**src/rtl/mem_arb_pkg.sv**
```systemverilog
// Shared types and constants for the memory access arbiter.
package mem_arb_pkg;

  localparam int unsigned MAX_RD_LATENCY = 4;
  localparam int unsigned PERF_CNT_W     = 16;

  typedef enum logic [1:0] {
    IDLE     = 2'd0,
    ISSUE_WR = 2'd1,
    ISSUE_RD = 2'd2
  } arb_state_t;

  typedef enum logic {
    GRANT_WR = 1'b0,
    GRANT_RD = 1'b1
  } grant_t;

endpackage

```
**src/rtl/rd_valid_pipe.sv**
```systemverilog
// Shift register of read-valid bits tracking reads in flight through the RAM.
// load_c is high in the cycle before valid_out rises, so the parent can
// capture read data on the same edge that raises valid_out.
module rd_valid_pipe #(
  parameter int unsigned DEPTH = 1
) (
  input  logic clk,
  input  logic rst_n,
  input  logic valid_in,
  output logic valid_out,
  output logic load_c,
  output logic pending_c
);

  logic [DEPTH-1:0] stages;
  logic [DEPTH-1:0] stages_nxt;

  // Next contents: shift toward the output, new issue enters at bit 0.
  always_comb begin
    stages_nxt = (stages << 1) | DEPTH'(valid_in);
  end

  assign load_c    = stages_nxt[DEPTH-1];
  assign pending_c = |stages_nxt;
  assign valid_out = stages[DEPTH-1];

  // Valid pipeline register; reset discards everything in flight.
  always_ff @(posedge clk or negedge rst_n) begin
    if (!rst_n) begin
      stages <= '0;
    end else begin
      stages <= stages_nxt;
    end
  end

endmodule

```
**src/rtl/mem_access_arbiter.sv**
```systemverilog
// Round-robin arbiter sharing one single-port RAM between a write channel and
// a read channel, one RAM operation per cycle. Read data is captured on the
// RD_LATENCY-th clock edge after the cycle in which mem_read_enable is high.
// Optional build macro MEM_ARB_PERF_CNT_EN adds saturating wr/rd ack counters.
module mem_access_arbiter
  import mem_arb_pkg::*;
#(
  parameter int unsigned ADDR_W     = 32,
  parameter int unsigned DATA_W     = 32,
  parameter int unsigned RD_LATENCY = 1
) (
  input  logic                  clock,
  input  logic                  reset,
  input  logic                  wr_req,
  input  logic [ADDR_W-1:0]     wr_addr,
  input  logic [DATA_W-1:0]     wr_data,
  output logic                  wr_ack,
  input  logic                  rd_req,
  input  logic [ADDR_W-1:0]     rd_addr,
  output logic                  rd_ack,
  output logic                  rd_valid,
  output logic [DATA_W-1:0]     rd_data,
  output logic [ADDR_W-1:0]     mem_address,
  output logic [DATA_W-1:0]     mem_write_data,
  output logic                  mem_write_enable,
  output logic                  mem_read_enable,
  input  logic [DATA_W-1:0]     mem_read_data,
  output logic                  busy
`ifdef MEM_ARB_PERF_CNT_EN
  ,
  output logic [PERF_CNT_W-1:0] wr_count,
  output logic [PERF_CNT_W-1:0] rd_count
`endif
);

  // Out-of-range latencies are clamped into the supported 1..MAX range.
  localparam int unsigned PIPE_DEPTH =
    (RD_LATENCY > MAX_RD_LATENCY) ? MAX_RD_LATENCY :
    (RD_LATENCY < 1)              ? 1              : RD_LATENCY;

  arb_state_t        state, state_nxt;
  grant_t            last_grant, last_grant_nxt;
  logic [ADDR_W-1:0] addr_nxt;
  logic [DATA_W-1:0] wdata_nxt;
  logic [DATA_W-1:0] rd_data_nxt;
  logic              we_nxt, re_nxt, busy_nxt;
  logic              rd_load_c, rd_pending_c;

  rd_valid_pipe #(
    .DEPTH(PIPE_DEPTH)
  ) u_rd_valid_pipe (
    .clk      (clock),
    .rst_n    (reset),
    .valid_in (mem_read_enable),
    .valid_out(rd_valid),
    .load_c   (rd_load_c),
    .pending_c(rd_pending_c)
  );

  // Next-state decision and next values of every registered output.
  always_comb begin
    state_nxt      = state;
    last_grant_nxt = last_grant;
    addr_nxt       = mem_address;
    wdata_nxt      = mem_write_data;
    we_nxt         = 1'b0;
    re_nxt         = 1'b0;

    case (state)
      IDLE: begin
        if (wr_req && rd_req) begin
          state_nxt = (last_grant == GRANT_RD) ? ISSUE_WR : ISSUE_RD;
        end else if (wr_req) begin
          state_nxt = ISSUE_WR;
        end else if (rd_req) begin
          state_nxt = ISSUE_RD;
        end
      end
      // The acked requester is about to drop its req, so only the other side counts.
      ISSUE_WR: state_nxt = rd_req ? ISSUE_RD : IDLE;
      ISSUE_RD: state_nxt = wr_req ? ISSUE_WR : IDLE;
      default:  state_nxt = IDLE;
    endcase

    case (state_nxt)
      ISSUE_WR: begin
        last_grant_nxt = GRANT_WR;
        addr_nxt       = wr_addr;
        wdata_nxt      = wr_data;
        we_nxt         = 1'b1;
      end
      ISSUE_RD: begin
        last_grant_nxt = GRANT_RD;
        addr_nxt       = rd_addr;
        re_nxt         = 1'b1;
      end
      default: ;
    endcase

    busy_nxt    = (state_nxt != IDLE) || rd_pending_c;
    rd_data_nxt = rd_load_c ? mem_read_data : rd_data;
  end

  // State and registered outputs.
  always_ff @(posedge clock or negedge reset) begin
    if (!reset) begin
      state            <= IDLE;
      last_grant       <= GRANT_RD;
      mem_address      <= '0;
      mem_write_data   <= '0;
      mem_write_enable <= 1'b0;
      mem_read_enable  <= 1'b0;
      wr_ack           <= 1'b0;
      rd_ack           <= 1'b0;
      busy             <= 1'b0;
      rd_data          <= '0;
    end else begin
      state            <= state_nxt;
      last_grant       <= last_grant_nxt;
      mem_address      <= addr_nxt;
      mem_write_data   <= wdata_nxt;
      mem_write_enable <= we_nxt;
      mem_read_enable  <= re_nxt;
      wr_ack           <= we_nxt;
      rd_ack           <= re_nxt;
      busy             <= busy_nxt;
      rd_data          <= rd_data_nxt;
    end
  end

`ifdef MEM_ARB_PERF_CNT_EN
  // Saturating counters of issued writes and reads.
  always_ff @(posedge clock or negedge reset) begin
    if (!reset) begin
      wr_count <= '0;
      rd_count <= '0;
    end else begin
      if (wr_ack && (wr_count != '1)) wr_count <= wr_count + PERF_CNT_W'(1);
      if (rd_ack && (rd_count != '1)) rd_count <= rd_count + PERF_CNT_W'(1);
    end
  end
`endif

endmodule
```
**config.mk**
```make
export PLATFORM = sky130hd
export DESIGN_NAME = mem_access_arbiter
export DESIGN_NICKNAME = d
export VERILOG_FILES = /design/src/rtl/mem_arb_pkg.sv /design/src/rtl/rd_valid_pipe.sv /design/src/rtl/mem_access_arbiter.sv
export SDC_FILE = /design/constraint.sdc
export NUM_CORES = 1
export LEC_CHECK = 0
export ABC_AREA = 0
export ABC_CLOCK_PERIOD_IN_PS = 3730
export CAP_MARGIN = 0
export CORE_MARGIN = 2
export CORE_UTILIZATION = 42
export DETAILED_ROUTE_END_ITERATION = 8
export PLACE_DENSITY = 0.94
export SLEW_MARGIN = 10
export SYNTH_ARGS = -nofsm -noshare
export SYNTH_HDL_FRONTEND = slang
export SYNTH_HIERARCHICAL = 1
export SYNTH_SLANG_ARGS = --single-unit
```
**constraint.sdc**
```tcl
create_clock -name clock -period 3.73 [get_ports clock]
set_input_delay 0.746 -clock clock [delete_from_list [all_inputs] [get_ports clock]]
set_output_delay 0.746 -clock clock [all_outputs]
set_load 0.05 [all_outputs]
```
==> impl_metrics.xml, run 1 <==
<?xml version="1.0" encoding="UTF-8"?>
<metrics>
  <group name="outcome">
    <metric name="run_status" unit="">finished clean</metric>
  </group>
  <group name="sta">
    <metric name="timing.max_slew.rel_slack" unit="">0.5346</metric>
    <metric name="clock-skew-final" unit="ns">0.008304</metric>
    <metric name="rsz0062_at_grt" unit="">no</metric>
    <metric name="finalHoldViolCount" unit="">0</metric>
    <metric name="final.period_utilization" unit="">0.6520</metric>
    <metric name="final.hold.worst_slack" unit="ns">0.4187</metric>
    <metric name="fin_crit" unit="ns">2.432</metric>
    <metric name="max_slew.worst_pin.slew" unit="ns">0.6981</metric>
    <metric name="layout_setup_ws" unit="ns">1.298</metric>
    <metric name="max_clock_freq" unit="MHz">411.2</metric>
    <metric name="fin_setup_tns" unit="ns">0</metric>
    <metric name="slew_limit_fails" unit="">0</metric>
    <metric name="setup_viol" unit="">0</metric>
  </group>
  <group name="clocking">
    <metric name="setup_fix_bufs_post_cts" unit="">0</metric>
    <metric name="clock_sink_count" unit="">103</metric>
    <metric name="h-tree-depth" unit="">3</metric>
    <metric name="cts_inserted_buffers" unit="">9</metric>
    <metric name="cts_hold_repair.buffers" unit="">0</metric>
    <metric name="clkTransAtPathRegs" unit="ns">0.10</metric>
    <metric name="cts_tree" unit="">built</metric>
    <metric name="clock_tree.root_cell" unit="">clkbuf_8</metric>
    <metric name="cts_resized" unit="">0</metric>
    <metric name="insertion_delay" unit="ns">0.36</metric>
    <metric name="ctsLongestPathBuffers" unit="">2</metric>
  </group>
  <group name="synth">
    <metric name="post_synthesis_adder_cell_area_fraction" unit="">0.01163</metric>
    <metric name="dominant_combinational_cell_family_by_area_after_synthesis" unit="">multiplexers</metric>
    <metric name="synth_compound_area_frac" unit="">0.04305</metric>
    <metric name="synth-seq-cells" unit="">103</metric>
    <metric name="synth_xor_xnor_area_share" unit="">0</metric>
    <metric name="synth_area_per_cell" unit="um^2">14.43</metric>
    <metric name="synthSimpleGateAreaFrac" unit="">0.03229</metric>
    <metric name="unique_masters_post_synth" unit="">18</metric>
    <metric name="synth_mux_area_frac" unit="">0.2612</metric>
    <metric name="yosysSeqAreaShare" unit="">0.5995</metric>
    <metric name="synth_nets" unit="">434</metric>
    <metric name="ys.warnings.count" unit="">6</metric>
    <metric name="netlist_area" unit="um^2">4302</metric>
    <metric name="netlist_instances" unit="">298</metric>
  </group>
  <group name="critical_path">
    <metric name="critical_path_peak_fanout" unit="">34</metric>
    <metric name="startpoint_type" unit="">primary input</metric>
    <metric name="critical_path.endpoint_type" unit="">register</metric>
    <metric name="worst_setup_path_endpoint" unit="">mem_address[26]$_DFFE_PN0P_</metric>
    <metric name="worst_r2r_endpoint" unit="">mem_address[26]$_DFFE_PN0P_</metric>
    <metric name="path_depth" unit="">7</metric>
    <metric name="cp.buffers_inverters" unit="">2</metric>
    <metric name="crit_path_cells" unit="">clkdlybuf4s50_1 -&gt; nand2b_1 -&gt; o21ai_0 -&gt; ha_2 -&gt; buf_4 -&gt; mux2i_1 -&gt; a21oi_1</metric>
    <metric name="worst_r2r_path_depth" unit="">6</metric>
    <metric name="delay_of_the_slowest_cell_on_the_worst_path" unit="ns">0.47</metric>
    <metric name="worst_setup_path_category" unit="">in -&gt; reg</metric>
    <metric name="critical_path.slowest_cell" unit="">clkdlybuf4s50_1</metric>
    <metric name="critical_path.top_delay_family" unit="">buffers and inverters</metric>
    <metric name="timing.critical_path.arrival" unit="ns">2.66</metric>
    <metric name="cp.required" unit="ns">3.96</metric>
    <metric name="reg2reg_slack" unit="ns">1.71</metric>
    <metric name="r2r_start" unit="">state[1]$_DFF_PN0_</metric>
    <metric name="worst_setup_path_startpoint" unit="">rd_req</metric>
  </group>
  <group name="power_and_ir_drop">
    <metric name="pleak" unit="uW">0.002808</metric>
    <metric name="powerDensity" unit="nW/um^2">954.7</metric>
    <metric name="power.total" unit="uW">6510</metric>
    <metric name="max-vdd-ir-drop" unit="V">0.0005720</metric>
  </group>
  <group name="global_routing">
    <metric name="global_route_wire_length_before_repair" unit="um">18110</metric>
    <metric name="grt_max_degree" unit="">66</metric>
    <metric name="global_route.overflow_total" unit="">0</metric>
    <metric name="antenna_found_initial" unit="">0</metric>
    <metric name="total_track_usage" unit="">0.2097</metric>
    <metric name="first_global_vias" unit="">3567</metric>
  </group>
  <group name="floorplan">
    <metric name="die-height" unit="um">105.2</metric>
    <metric name="chipWidth" unit="um">105.2</metric>
    <metric name="start_util" unit="">0.4361</metric>
    <metric name="rows" unit="">36</metric>
    <metric name="dieArea" unit="um^2">11070</metric>
    <metric name="io_pins" unit="">234</metric>
    <metric name="core" unit="um^2">9864</metric>
  </group>
  <group name="cells_and_area">
    <metric name="area_growth" unit="%">58.52</metric>
    <metric name="final_nets" unit="">661</metric>
    <metric name="drive_above_1_share" unit="">0.1717</metric>
    <metric name="cell_area_after_layout" unit="um^2">6819</metric>
    <metric name="layout.cells.most_common_list" unit="">clkdlybuf4s50_1 (232), dfrtp_1 (102), mux2_2 (46), a21oi_1 (33)</metric>
    <metric name="diodes" unit="">0</metric>
    <metric name="mostFrequentLayoutCell" unit="">clkdlybuf4s50_1</metric>
  </group>
  <group name="placed_design">
    <metric name="dpl_cell_area" unit="um^2">6635</metric>
    <metric name="placement.setup.worst_slack" unit="ns">0.9065</metric>
    <metric name="detailedPlacementHpwl" unit="um">8561</metric>
    <metric name="globalplace.congestion" unit="">0.8262</metric>
    <metric name="port_buffers" unit="">233</metric>
  </group>
  <group name="flow_run">
    <metric name="max-cap-violations" unit="">0</metric>
  </group>
  <group name="routing">
    <metric name="drt-total-wl" unit="um">11380</metric>
    <metric name="detail_route.wl_per_cell" unit="um">17.16</metric>
    <metric name="ant_nets" unit="">0</metric>
    <metric name="detail_route.vias_per_cell" unit="">4.840</metric>
    <metric name="dr.pass1.iters" unit="">4</metric>
    <metric name="drt_iter0_drc" unit="">93</metric>
    <metric name="drt_drc_violations_left" unit="">0</metric>
    <metric name="vias" unit="">3209</metric>
  </group>
  <group name="min_path">
    <metric name="timing.hold.worst.class" unit="">in -&gt; async</metric>
  </group>
</metrics>
==> registers in the layout (all words and copies together), names as in the netlist <==
signal,count
busy,1
last_grant,1
mem_address,32
mem_write_data,32
rd_data,32
mem_read_enable,1
state,2
mem_write_enable,1
u_rd_valid_pipe/valid_out,1
==> worst min path at each step <==
stage	start	to	cells past startpoint
floorplan	reset	busy$_DFF_PN0_	0
global placement	mem_write_data[13]$_DFFE_PN0N_	mem_write_data[13]$_DFFE_PN0N_	1
detailed placement	rd_data[2]$_DFFE_PN0P_	rd_data[2]$_DFFE_PN0P_	1
CTS	reset	mem_write_data[25]$_DFFE_PN0N_	1
global route	reset	mem_write_data[25]$_DFFE_PN0N_	1
finish	reset	mem_write_data[25]$_DFFE_PN0N_	1
==> worst register-to-register path, delay by kind of cell (launching register included) <==
kind | cells | cell delay, ns
buffers and inverters | 1 | 0.46
AND/OR/NAND/NOR | 1 | 0.18
multiplexers | 1 | 0.29
flip-flops | 1 | 0.37
AO/OA/AOI/OAI | 2 | 0.37
adder cells (fa/ha/maj) | 1 | 0.22
==> stage by stage <==
step,utilization,cells
floorplan,-,298
global placement,0.6726,647
detailed placement,0.6726,647
CTS,0.6913,663
global route,0.6913,663
finish,0.6913,663
==> final cells by class <==
type / count / area (um^2)
repair buffers: 239 / 2387
multi-input cells: 172 / 1503
clock buffers: 11 / 151.4
well taps: 133 / 166.4
flip-flops and latches: 103 / 2579
clock inverters: 5 / 32.53
fillers: 673 / 3045
==> logic make-up after synthesis <==
group           count (synthesis)
fa+ha+maj                       4
compound gates                 36
buf+inv                        23
flops                         103
simple gates                   35
mux                            97
==> synthesized netlist by cell type (all sizes together) <==
master  number  share of area
a21o         1         0.0017
a21oi       33          0.038
buf         22          0.051
clkbuf       1        0.00087
dfrtp      102           0.59
dfstp        1         0.0061
ha           4          0.012
mux2        65           0.19
mux2i       32          0.074
nand2b       2         0.0029
nor2        32          0.028
nor2b        1         0.0015
o21a         1         0.0017
o21ai        1         0.0012
==> power breakdown <==
group	internal, uW	leakage (uW)	switching, uW
combinational	1440	0.00153	2490
sequential	1630	0.00119	297
clock	277	0.0000873	377
==> metal layers <==
layer,track usage,vias up,share of wire
met5,0,-,0
met4,0.07905,0,0.017
met3,0.06051,15,0.077
met2,0.3724,162,0.52
met1,0.2372,1558,0.39
li1,-,1474,-
No activity file was read; power rests on OpenSTA's default activity.
==> run 2, diff against run 1 <==
ABC_CLOCK_PERIOD_IN_PS = 2100   (was 3730)
CORE_UTILIZATION = 35   (was 42)
PLACE_DENSITY = 0.84   (was 0.94)
clock period = 2.1 ns   (was 3.73 ns; I/O delays follow)
==> run 2 against run 1 <==
Cell area up 3.4%; core utilization fell by 10 points; non-clock buffer count increased by 6; critical path depth down 6; flip-flop and latch count unchanged; count of clock-buffer cells in the layout decreased by 1; via count decreased by 2.2%; clock skew grew 0.0013 ns; largest power group unchanged; combinational power increased by 79%; global-route usage decreased by 5.0 points.
==> impl_metrics.xml, run 2 (synthesized netlist as in run 1, its figures left out) <==
<?xml version="1.0" encoding="UTF-8"?>
<metrics>
  <group name="floorplan">
    <metric name="rows" unit="">40</metric>
    <metric name="io_pins" unit="">234</metric>
    <metric name="die-height" unit="um">114.9</metric>
    <metric name="dieArea" unit="um^2">13190</metric>
    <metric name="chipWidth" unit="um">114.9</metric>
    <metric name="start_util" unit="">0.3581</metric>
    <metric name="core" unit="um^2">12010</metric>
  </group>
  <group name="routing">
    <metric name="dr.pass1.iters" unit="">4</metric>
    <metric name="detail_route.vias_per_cell" unit="">4.596</metric>
    <metric name="ant_nets" unit="">0</metric>
    <metric name="vias" unit="">3139</metric>
    <metric name="detail_route.wl_per_cell" unit="um">15.48</metric>
    <metric name="drt_drc_violations_left" unit="">0</metric>
    <metric name="drt-total-wl" unit="um">10570</metric>
    <metric name="drt_iter0_drc" unit="">114</metric>
  </group>
  <group name="placed_design">
    <metric name="port_buffers" unit="">233</metric>
    <metric name="detailedPlacementHpwl" unit="um">8072</metric>
    <metric name="placement.setup.worst_slack" unit="ns">-0.2594</metric>
    <metric name="globalplace.congestion" unit="">0.7112</metric>
    <metric name="placed_cells_incl_taps" unit="">666</metric>
  </group>
  <group name="flow_run">
    <metric name="max-cap-violations" unit="">0</metric>
  </group>
  <group name="sta">
    <metric name="fin_setup_tns" unit="ns">0</metric>
    <metric name="rsz0062_at_grt" unit="">no</metric>
    <metric name="max_slew.worst_pin.slew" unit="ns">0.5343</metric>
    <metric name="clock-skew-final" unit="ns">0.009620</metric>
    <metric name="fin_crit" unit="ns">1.973</metric>
    <metric name="slew_limit_fails" unit="">0</metric>
    <metric name="finalHoldViolCount" unit="">0</metric>
    <metric name="final.period_utilization" unit="">0.9396</metric>
    <metric name="timing.max_slew.rel_slack" unit="">0.6427</metric>
    <metric name="setup_viol" unit="">0</metric>
    <metric name="layout_setup_ws" unit="ns">0.1268</metric>
    <metric name="max_clock_freq" unit="MHz">506.8</metric>
  </group>
  <group name="global_routing">
    <metric name="first_global_vias" unit="">3379</metric>
    <metric name="global_route.overflow_total" unit="">0</metric>
    <metric name="antenna_found_initial" unit="">0</metric>
    <metric name="grt_max_degree" unit="">65</metric>
    <metric name="total_track_usage" unit="">0.1602</metric>
    <metric name="global_route_wire_length_before_repair" unit="um">16530</metric>
  </group>
  <group name="power_and_ir_drop">
    <metric name="powerDensity" unit="nW/um^2">1708</metric>
    <metric name="max-vdd-ir-drop" unit="V">0.001019</metric>
    <metric name="pleak" unit="uW">0.002911</metric>
    <metric name="power.total" unit="uW">12040</metric>
  </group>
  <group name="critical_path">
    <metric name="cp.buffers_inverters" unit="">1</metric>
    <metric name="worst_setup_path_category" unit="">reg -&gt; out</metric>
    <metric name="critical_path.endpoint_type" unit="">output pin</metric>
    <metric name="critical_path.slowest_cell" unit="">clkdlybuf4s50_1</metric>
    <metric name="critical_path_peak_fanout" unit="">2</metric>
    <metric name="startpoint_type" unit="">register</metric>
    <metric name="cp.required" unit="ns">1.68</metric>
    <metric name="crit_path_cells" unit="">clkdlybuf4s50_1</metric>
    <metric name="delay_of_the_slowest_cell_on_the_worst_path" unit="ns">0.83</metric>
    <metric name="timing.critical_path.arrival" unit="ns">1.55</metric>
    <metric name="critical_path.top_delay_family" unit="">buffers and inverters</metric>
  </group>
  <group name="clocking">
    <metric name="cts_tree" unit="">built</metric>
    <metric name="ctsLongestPathBuffers" unit="">2</metric>
    <metric name="clock_sink_count" unit="">103</metric>
    <metric name="cts_inserted_buffers" unit="">9</metric>
    <metric name="setup_fix_bufs_post_cts" unit="">0</metric>
    <metric name="clock_tree.root_cell" unit="">clkbuf_16</metric>
    <metric name="clkTransAtPathRegs" unit="ns">0.07</metric>
    <metric name="insertion_delay" unit="ns">0.34</metric>
    <metric name="h-tree-depth" unit="">3</metric>
  </group>
  <group name="outcome">
    <metric name="run_status" unit="">finished clean</metric>
  </group>
  <group name="cells_and_area">
    <metric name="diodes" unit="">0</metric>
    <metric name="drive_above_1_share" unit="">0.1847</metric>
    <metric name="fillerInstances" unit="">944</metric>
    <metric name="area_growth" unit="%">63.93</metric>
    <metric name="top_regs" unit="">mem_address x32, mem_write_data x32, rd_data x32</metric>
    <metric name="final_nets" unit="">667</metric>
    <metric name="mostFrequentLayoutCell" unit="">clkdlybuf4s50_1</metric>
    <metric name="final_core_utilization" unit="">0.5871</metric>
    <metric name="layout.cells.most_common_list" unit="">clkdlybuf4s50_1 (230), dfrtp_1 (101), mux2_2 (46), a21oi_1 (33)</metric>
    <metric name="instances_no_fill" unit="">683</metric>
  </group>
  <group name="min_path">
    <metric name="timing.hold.worst.class" unit="">reg -&gt; reg</metric>
  </group>
</metrics>
## run 2: cell types whose count changed in the layout (fill, tap and decap cells not counted), moves of 2 or more
cell	previous run	this run
buf_12	1	6
clkdlybuf4s50_1	232	230
clkinv_4	0	3
buf_4	6	8
clkinv_2	2	0
clkinvlp_4	3	1
clkbuf_16	0	9
clkbuf_8	11	1
## run 2: path summary, 6_finish.rpt
kind	start	to	slack [ns]	cells after the start
max	mem_address[1]$_DFFE_PN0P_	mem_address[1]	0.13	1
min	mem_write_data[28]$_DFFE_PN0N_	mem_write_data[28]$_DFFE_PN0N_	0.51	1
max reg2reg	state[0]$_DFF_PN0_	mem_address[29]$_DFFE_PN0P_	0.35	6
min reg2reg	mem_write_data[28]$_DFFE_PN0N_	mem_write_data[28]$_DFFE_PN0N_	0.51	1
max in group asynchronous	reset	last_grant$_DFFE_PN1P_	0.88	3
min in group asynchronous	reset	rd_data[1]$_DFFE_PN0P_	0.53	2
## run 2: through the flow
| stage | instance area [um^2] | hold slack (ns) |
|---|---|---|
| floorplan | 4302 | 0.1244 |
| global placement | 6749 | 0.3619 |
| detailed placement | 6749 | 0.3617 |
| CTS | 7052 | 0.5099 |
| global route | 7052 | 0.5263 |
| finish | 7052 | 0.5061 |
## run 2: power by group
group / switching, uW / internal, uW
sequential: 510 / 2910
clock: 753 / 855
combinational: 4400 / 2620
## run 2: layout make-up
cell class / count / area (um^2) / share of cell area
Tap cell: 147 / 183.9 / 0.02608
Multi-Input combinational cell: 172 / 1503 / 0.2131
Timing Repair Buffer: 245 / 2492 / 0.3534
Clock buffer: 10 / 239.0 / 0.03389
Clock inverter: 6 / 53.80 / 0.007630
Sequential cell: 103 / 2580 / 0.3659
## run 2: metal layers
layer,part of all wire,track usage,up-vias
li1,-,-,1492
met1,0.40,0.1877,1475
met2,0.50,0.2847,164
met3,0.088,0.04850,8
met4,0.011,0.04498,0
met5,0,0,-
## run 2: repair_timing
item	in CTS	in global routing
resized for setup	0	1
hold buffers	1	0
hold endpoints to repair	5	0
endpoints found under the setup margin	0	8
